## config.mk

```make
export PLATFORM = sky130hd
export DESIGN_NAME = train_sensor_conditioner
export DESIGN_NICKNAME = d
export VERILOG_FILES = /design/src/rtl/train_pkg.sv /design/src/rtl/sensor_debounce.sv /design/src/rtl/train_sensor_conditioner.sv
export SDC_FILE = /design/constraint.sdc
export NUM_CORES = 1
export LEC_CHECK = 0
export ABC_AREA = 1
export CELL_PAD_IN_SITES_DETAIL_PLACEMENT = 0
export CELL_PAD_IN_SITES_GLOBAL_PLACEMENT = 1
export CORE_ASPECT_RATIO = 0.8
export CORE_UTILIZATION = 49
export CTS_BUF_LIST = sky130_fd_sc_hd__clkbuf_2
export DETAILED_ROUTE_END_ITERATION = 16
export DONT_BUFFER_PORTS = 1
export PLACE_DENSITY = 0.92
export SLEW_MARGIN = 20
export SYNTH_ARGS = -nofsm -noshare
export SYNTH_HDL_FRONTEND = slang
export SYNTH_SLANG_ARGS = --single-unit
```

## constraint.sdc

```tcl
create_clock -name clk -period 2.05 [get_ports clk]
set_clock_uncertainty 0.15 [all_clocks]
set_input_delay 0.5125 -clock clk [delete_from_list [all_inputs] [get_ports clk]]
set_output_delay 0.5125 -clock clk [all_outputs]
set_load 0.005 [all_outputs]
```

## src/rtl/train_pkg.sv

```systemverilog
// Shared definitions for the track-sensor conditioner: debounce state encodings,
// default timing parameters and sensor bit positions.
package train_pkg;

    typedef enum logic [3:0] {
        LOW       = 4'b0001,
        RISE_WAIT = 4'b0010,
        HIGH      = 4'b0100,
        FALL_WAIT = 4'b1000
    } deb_state_e;

    localparam int DEBOUNCE_CYCLES_DEF = 16;
    localparam int STUCK_CYCLES_DEF    = 65535;
    localparam int CNT_W_DEF           = 16;

    localparam int SEN_S1 = 0;
    localparam int SEN_S2 = 1;
    localparam int SEN_S3 = 2;
    localparam int SEN_S4 = 3;
    localparam int NUM_SEN = 4;

endpackage : train_pkg

```

## src/rtl/sensor_debounce.sv

```systemverilog
// One sensor channel: 2-flop synchronizer, debounce FSM with shared counter,
// registered level and rise pulse, and a sticky stuck-high fault bit.
module sensor_debounce
    import train_pkg::*;
#(
    parameter int DEBOUNCE_CYCLES = DEBOUNCE_CYCLES_DEF,
    parameter int STUCK_CYCLES    = STUCK_CYCLES_DEF,
    parameter int CNT_W           = CNT_W_DEF
) (
    input  logic clk,
    input  logic rst_n,
    input  logic raw_i,
    input  logic fault_clr_i,
    output logic level_o,
    output logic rise_o,
    output logic fault_o
);

    localparam logic [CNT_W-1:0] DB_LAST   = CNT_W'(DEBOUNCE_CYCLES - 1);
    localparam logic [CNT_W-1:0] STUCK_MAX = CNT_W'(STUCK_CYCLES);
    localparam logic [CNT_W-1:0] STUCK_PRE = CNT_W'(STUCK_CYCLES - 1);
    localparam logic [CNT_W-1:0] CNT_ONE   = CNT_W'(1);

    logic             sync1_q;
    logic             sync_q;
    deb_state_e       state_q;
    logic [CNT_W-1:0] cnt_q;
    logic             level_q;
    logic             rise_q;
    logic             fault_q;

    always_ff @(posedge clk or negedge rst_n) begin
        if (!rst_n) begin
            sync1_q <= 1'b0;
            sync_q  <= 1'b0;
        end else begin
            sync1_q <= raw_i;
            sync_q  <= sync1_q;
        end
    end

    // Fault clear is applied first so that a set in the same cycle overrides it.
    always_ff @(posedge clk or negedge rst_n) begin
        if (!rst_n) begin
            state_q <= LOW;
            cnt_q   <= '0;
            level_q <= 1'b0;
            rise_q  <= 1'b0;
            fault_q <= 1'b0;
        end else begin
            rise_q <= 1'b0;
            if (fault_clr_i) begin
                fault_q <= 1'b0;
            end
            case (state_q)
                LOW: begin
                    level_q <= 1'b0;
                    if (sync_q) begin
                        state_q <= RISE_WAIT;
                        cnt_q   <= CNT_ONE;
                    end else begin
                        cnt_q <= '0;
                    end
                end
                RISE_WAIT: begin
                    if (!sync_q) begin
                        state_q <= LOW;
                        cnt_q   <= '0;
                        level_q <= 1'b0;
                    end else if (cnt_q == DB_LAST) begin
                        state_q <= HIGH;
                        cnt_q   <= '0;
                        level_q <= 1'b1;
                        rise_q  <= 1'b1;
                    end else begin
                        cnt_q <= cnt_q + CNT_ONE;
                    end
                end
                HIGH: begin
                    level_q <= 1'b1;
                    if (!sync_q) begin
                        state_q <= FALL_WAIT;
                        cnt_q   <= CNT_ONE;
                    end else begin
                        if (cnt_q != STUCK_MAX) begin
                            cnt_q <= cnt_q + CNT_ONE;
                        end
                        if (cnt_q >= STUCK_PRE) begin
                            fault_q <= 1'b1;
                        end
                    end
                end
                FALL_WAIT: begin
                    if (sync_q) begin
                        state_q <= HIGH;
                        cnt_q   <= '0;
                        level_q <= 1'b1;
                    end else if (cnt_q == DB_LAST) begin
                        state_q <= LOW;
                        cnt_q   <= '0;
                        level_q <= 1'b0;
                    end else begin
                        cnt_q <= cnt_q + CNT_ONE;
                    end
                end
                default: begin
                    state_q <= LOW;
                    cnt_q   <= '0;
                    level_q <= 1'b0;
                end
            endcase
        end
    end

    assign level_o = level_q;
    assign rise_o  = rise_q;
    assign fault_o = fault_q;

endmodule : sensor_debounce

```

## src/rtl/train_sensor_conditioner.sv

```systemverilog
// Four independent debounced track-sensor channels feeding the train controller,
// plus a registered summary of all stuck-sensor faults.
module train_sensor_conditioner
    import train_pkg::*;
#(
    parameter int DEBOUNCE_CYCLES = DEBOUNCE_CYCLES_DEF,
    parameter int STUCK_CYCLES    = STUCK_CYCLES_DEF,
    parameter int CNT_W           = CNT_W_DEF
) (
    input  logic                 clk,
    input  logic                 rst_n,
    input  logic [NUM_SEN-1:0]   S_raw,
    input  logic                 fault_clr,
    output logic                 S1,
    output logic                 S2,
    output logic                 S3,
    output logic                 S4,
    output logic [NUM_SEN-1:0]   S_rise,
    output logic [NUM_SEN-1:0]   fault,
    output logic                 any_fault
);

    logic [NUM_SEN-1:0] level;
    logic               any_fault_q;

    for (genvar ch = 0; ch < NUM_SEN; ch++) begin : g_ch
        sensor_debounce #(
            .DEBOUNCE_CYCLES (DEBOUNCE_CYCLES),
            .STUCK_CYCLES    (STUCK_CYCLES),
            .CNT_W           (CNT_W)
        ) u_deb (
            .clk         (clk),
            .rst_n       (rst_n),
            .raw_i       (S_raw[ch]),
            .fault_clr_i (fault_clr),
            .level_o     (level[ch]),
            .rise_o      (S_rise[ch]),
            .fault_o     (fault[ch])
        );
    end

    always_ff @(posedge clk or negedge rst_n) begin
        if (!rst_n) begin
            any_fault_q <= 1'b0;
        end else begin
            any_fault_q <= |fault;
        end
    end

    assign S1        = level[SEN_S1];
    assign S2        = level[SEN_S2];
    assign S3        = level[SEN_S3];
    assign S4        = level[SEN_S4];
    assign any_fault = any_fault_q;

endmodule : train_sensor_conditioner

```

==> impl_metrics.sql, run 1 <==
INSERT INTO impl_metrics (metric_group, metric, value, unit) VALUES
('run_status', 'status', 'finished, violations left', ''),
('run_status', 'violated_checks', 'hold timing', ''),
('pwr', 'vdd.ir_drop.worst', '0.534', 'mV'),
('floorplan', 'design.core.area', '12300', 'um2'),
('setup_path', 'setup.worst_path.start_class', 'flop', ''),
('clock_network', 'clkLatencyLatePin', '0.63', 'ns'),
('worst_hold_path', 'min-delay-path-class', 'primary input to async pin', ''),
('setup_path', 'ff2ff_path_depth', '10', ''),
('floorplan', 'num_rows', '36', ''),
('sta', 'unrepaired_setup_endpoints_after_global_routing', 'false', ''),
('logic_synthesis', 'async_reset_ff_share', '100', '%'),
('global_routing', 'antenna_violations_before_repair', '0', ''),
('placement', 'dp_hpwl', '10600', 'um'),
('pwr', 'p_per_area', '701', 'nW/um2'),
('global_routing', 'grt_first_pass_wirelength', '24100', 'um'),
('sta', 'hold_viol', '101', ''),
('logic_synthesis', 'synthesis.nets', '890', ''),
('sta', 'worst_margin_slew', '0.399', 'ns'),
('layout', 'final_design_area_no_fill', '6500', 'um2'),
('drt', 'detail_route.iter0.violations', '388', ''),
('clock_network', 'tritoncts', 'yes', ''),
('floorplan', 'boundaryPins', '20', ''),
('placement', 'detailed_place.area', '6310', 'um2'),
('floorplan', 'die-width', '128', 'um'),
('setup_path', 'worst_ep_required_time', '2.45', 'ns'),
('floorplan', 'initial_standard_cell_utilization_of_the_core', '50.5', '%'),
('clock_network', 'clk_path_buf_depth', '2', ''),
('pwr', 'leakagePower', '3.08', 'nW'),
('sta', 'final.period_utilization', '93.7', '%'),
('global_routing', 'first_global_vias', '5146', ''),
('layout', 'num-nets-final', '896', ''),
('drt', 'vias', '5657', ''),
('global_routing', 'global_router_s_overall_resource_usage', '23.4', '%'),
('global_routing', 'grt_max_degree', '102', ''),
('logic_synthesis', 'seq_area_frac_synth', '41.0', '%'),
('clock_network', 'cts_root_buffer_type', 'sky130_fd_sc_hd__clkbuf_2', ''),
('layout', 'drive_above_1_share', '9.15', '%'),
('sta', 'clock.fmax', '521', 'MHz'),
('sta', 'min_tclk_post_route', '1.92', 'ns'),
('layout', 'final_common_cell', 'sky130_fd_sc_hd__nand2_1', ''),
('sta', 'final_critical_path_setup_slack', '0.130', 'ns'),
('logic_synthesis', 'yosys_warnings', '0', ''),
('logic_synthesis', 'number_of_distinct_library_cells_after_synthesis', '41', ''),
('logic_synthesis', 'number_of_flops_mapped_to_enable_cells_by_yosys', '0', ''),
('setup_path', 'worst-endpoint-arrival', '2.32', 'ns'),
('setup_path', 'crit_path_top_delay_cell', 'sky130_fd_sc_hd__dfrtp_1', ''),
('clock_network', 'cts_inserted_buffers', '9', ''),
('flow_run', 'maxCapViolCount', '0', ''),
('drt', 'route.antenna.remaining_nets', '0', ''),
('placement', 'placement.setup.worst_slack', '0.125', 'ns'),
('layout', 'antenna_cells_inserted', '0', ''),
('layout', 'layout-area-overhead-vs-synth', '5.10', '%'),
('setup_path', 'critical_path.n_buffers_inverters', '1', ''),
('clock_network', 'h-tree-depth', '3', ''),
('placement', 'io_buffer_count', '0', ''),
('sta', 'final-max-slew-violation-count', '0', ''),
('setup_path', 'reg2reg_to', 'g_ch[1].u_deb.state_q[3]', ''),
('floorplan', 'floorplan.die.height', '102', 'um'),
('sta', 'final.hold.worst_slack', '-0.623', 'ns'),
('floorplan', 'die-area', '13100', 'um2'),
('setup_path', 'critical_path.most_common_cell', 'sky130_fd_sc_hd__nand2_1', ''),
('setup_path', 'criticalPathCategory', 'flop to flop', ''),
('drt', 'drc', '0', ''),
('clock_network', 'numClockSinks', '101', ''),
('setup_path', 'path_delay_family', 'simple AND/OR/NAND/NOR gates', ''),
('sta', 'worst_slew_margin_rel', '73.2', '%'),
('logic_synthesis', 'ys.flop_type', 'sky130_fd_sc_hd__dfrtp_1', ''),
('sta', 'setup_viol', '0', ''),
('sta', 'setup_tns', '0', 'ns'),
('layout', 'most-common-layout-cells', 'sky130_fd_sc_hd__nand2_1, sky130_fd_sc_hd__nor2_1, sky130_fd_sc_hd__inv_1', ''),
('setup_path', 'crit_start', 'g_ch[1].u_deb.cnt_q[0]', '');
## metal layers
metal / global-route usage (%) / vias up / routed length [um]
met1: 31.7 / 2671 / 6980
met3: 5.39 / 12 / 700
met5: 0 / - / 0
li1: - / 2821 / -
met2: 38.4 / 153 / 6650
met4: 5.61 / 0 / 135
## kinds of logic (layout without fill, tap and decap cells)
family | count (synthesis) | in the layout | synth area share [%]
compound gates | 62 | 62 | 5.79
buf+inv | 127 | 137 | 8.68
simple gates | 568 | 568 | 41.7
fa+ha+maj | 8 | 8 | 1.62
flops | 101 | 101 | 41.0
xor+xnor | 9 | 9 | 1.28
## synth_stat cells (7+ instances only)
master | n | share of area (%)
sky130_fd_sc_hd__nand2_1 | 239 | 15
sky130_fd_sc_hd__nor2_1 | 145 | 8.8
sky130_fd_sc_hd__inv_1 | 101 | 6.1
sky130_fd_sc_hd__dfrtp_1 | 97 | 39
sky130_fd_sc_hd__nand3_1 | 72 | 5.8
sky130_fd_sc_hd__nand4_1 | 55 | 5.6
sky130_fd_sc_hd__a21oi_1 | 23 | 1.9
sky130_fd_sc_hd__o21ai_0 | 20 | 1.6
sky130_fd_sc_hd__nor3_1 | 12 | 0.97
sky130_fd_sc_hd__buf_4 | 11 | 1.3
sky130_fd_sc_hd__nand2_2 | 10 | 1.0
sky130_fd_sc_hd__nor2_2 | 9 | 0.91
sky130_fd_sc_hd__ha_1 | 8 | 1.6
sky130_fd_sc_hd__inv_2 | 8 | 0.49
sky130_fd_sc_hd__nand3_2 | 7 | 1.1
sky130_fd_sc_hd__o21ai_1 | 7 | 0.57
sky130_fd_sc_hd__xor2_1 | 7 | 0.99
## cell type report
class / instances / area, um2
clock buffers: 11 / 55.1
clock inverters: 4 / 48.8
fillers: 1202 / 5750
inverters: 110 / 413
multi-input cells: 647 / 3130
flip-flops and latches: 101 / 2530
well taps: 171 / 214
repair buffers: 12 / 103
## how the worst max path moves through the flow
stage / to / slack, ns / cells past startpoint
2_1_floorplan: g_ch[3].u_deb.cnt_q[9] / 0.35 / 11
3_3_place_gp: g_ch[0].u_deb.cnt_q[11] / 0.21 / 10
3_5_place_dp: g_ch[0].u_deb.cnt_q[1] / 0.13 / 10
4_1_cts: g_ch[0].u_deb.cnt_q[1] / 0.07 / 10
5_1_grt: g_ch[1].u_deb.cnt_q[14] / 0.01 / 8
6_report: g_ch[1].u_deb.state_q[3] / 0.13 / 10
## registers in the layout (all words and copies together) (netlist names)
signal,flops
g_ch.u_deb.cnt_q,64
g_ch.u_deb.state_q,16
g_ch.u_deb.fault_o,4
g_ch.u_deb.level_o,4
g_ch.u_deb.rise_o,4
g_ch.u_deb.sync1_q,4
g_ch.u_deb.sync_q,4
any_fault,1
## timing repair
item / 4_1_cts / 5_1_grt
endpoints found under the setup margin: 0 / 15
endpoints found under the hold margin: 109 / 101
buffers inserted: 0 / 2
resized for setup: 0 / 5
## power by group
group | internal [W] | switching (W) | leakage, nW
clock network | 0.000286 | 0.000678 | 0.0722
logic | 0.000391 | 0.000808 | 1.64
registers | 0.00221 | 0.000184 | 1.37
total | 0.00288 | 0.00167 | 3.08
## stage by stage
step	util [%]	power [W]	instances
detailed placement	51.5	0.00359	1034
finish	53.0	0.00456	1056
global route	53.0	0.00486	1056
global placement	51.5	0.00355	1034
floorplan	-	0.00332	875
CTS	52.8	0.00459	1054
(Power assumes the default switching activity.)
==> run 2, diff against run 1 <==
--- a/config.mk
+++ b/config.mk
@@ -14,7 +14,7 @@
 export DETAILED_ROUTE_END_ITERATION = 16
 export DONT_BUFFER_PORTS = 1
 export PLACE_DENSITY = 0.92
-export SLEW_MARGIN = 20
+export SKIP_LAST_GASP = 1
 export SYNTH_ARGS = -nofsm -noshare
 export SYNTH_HDL_FRONTEND = slang
 export SYNTH_SLANG_ARGS = --single-unit
==> results of run 2 <==
No change in the layout: final DEF, timing and power equal those of run 1.
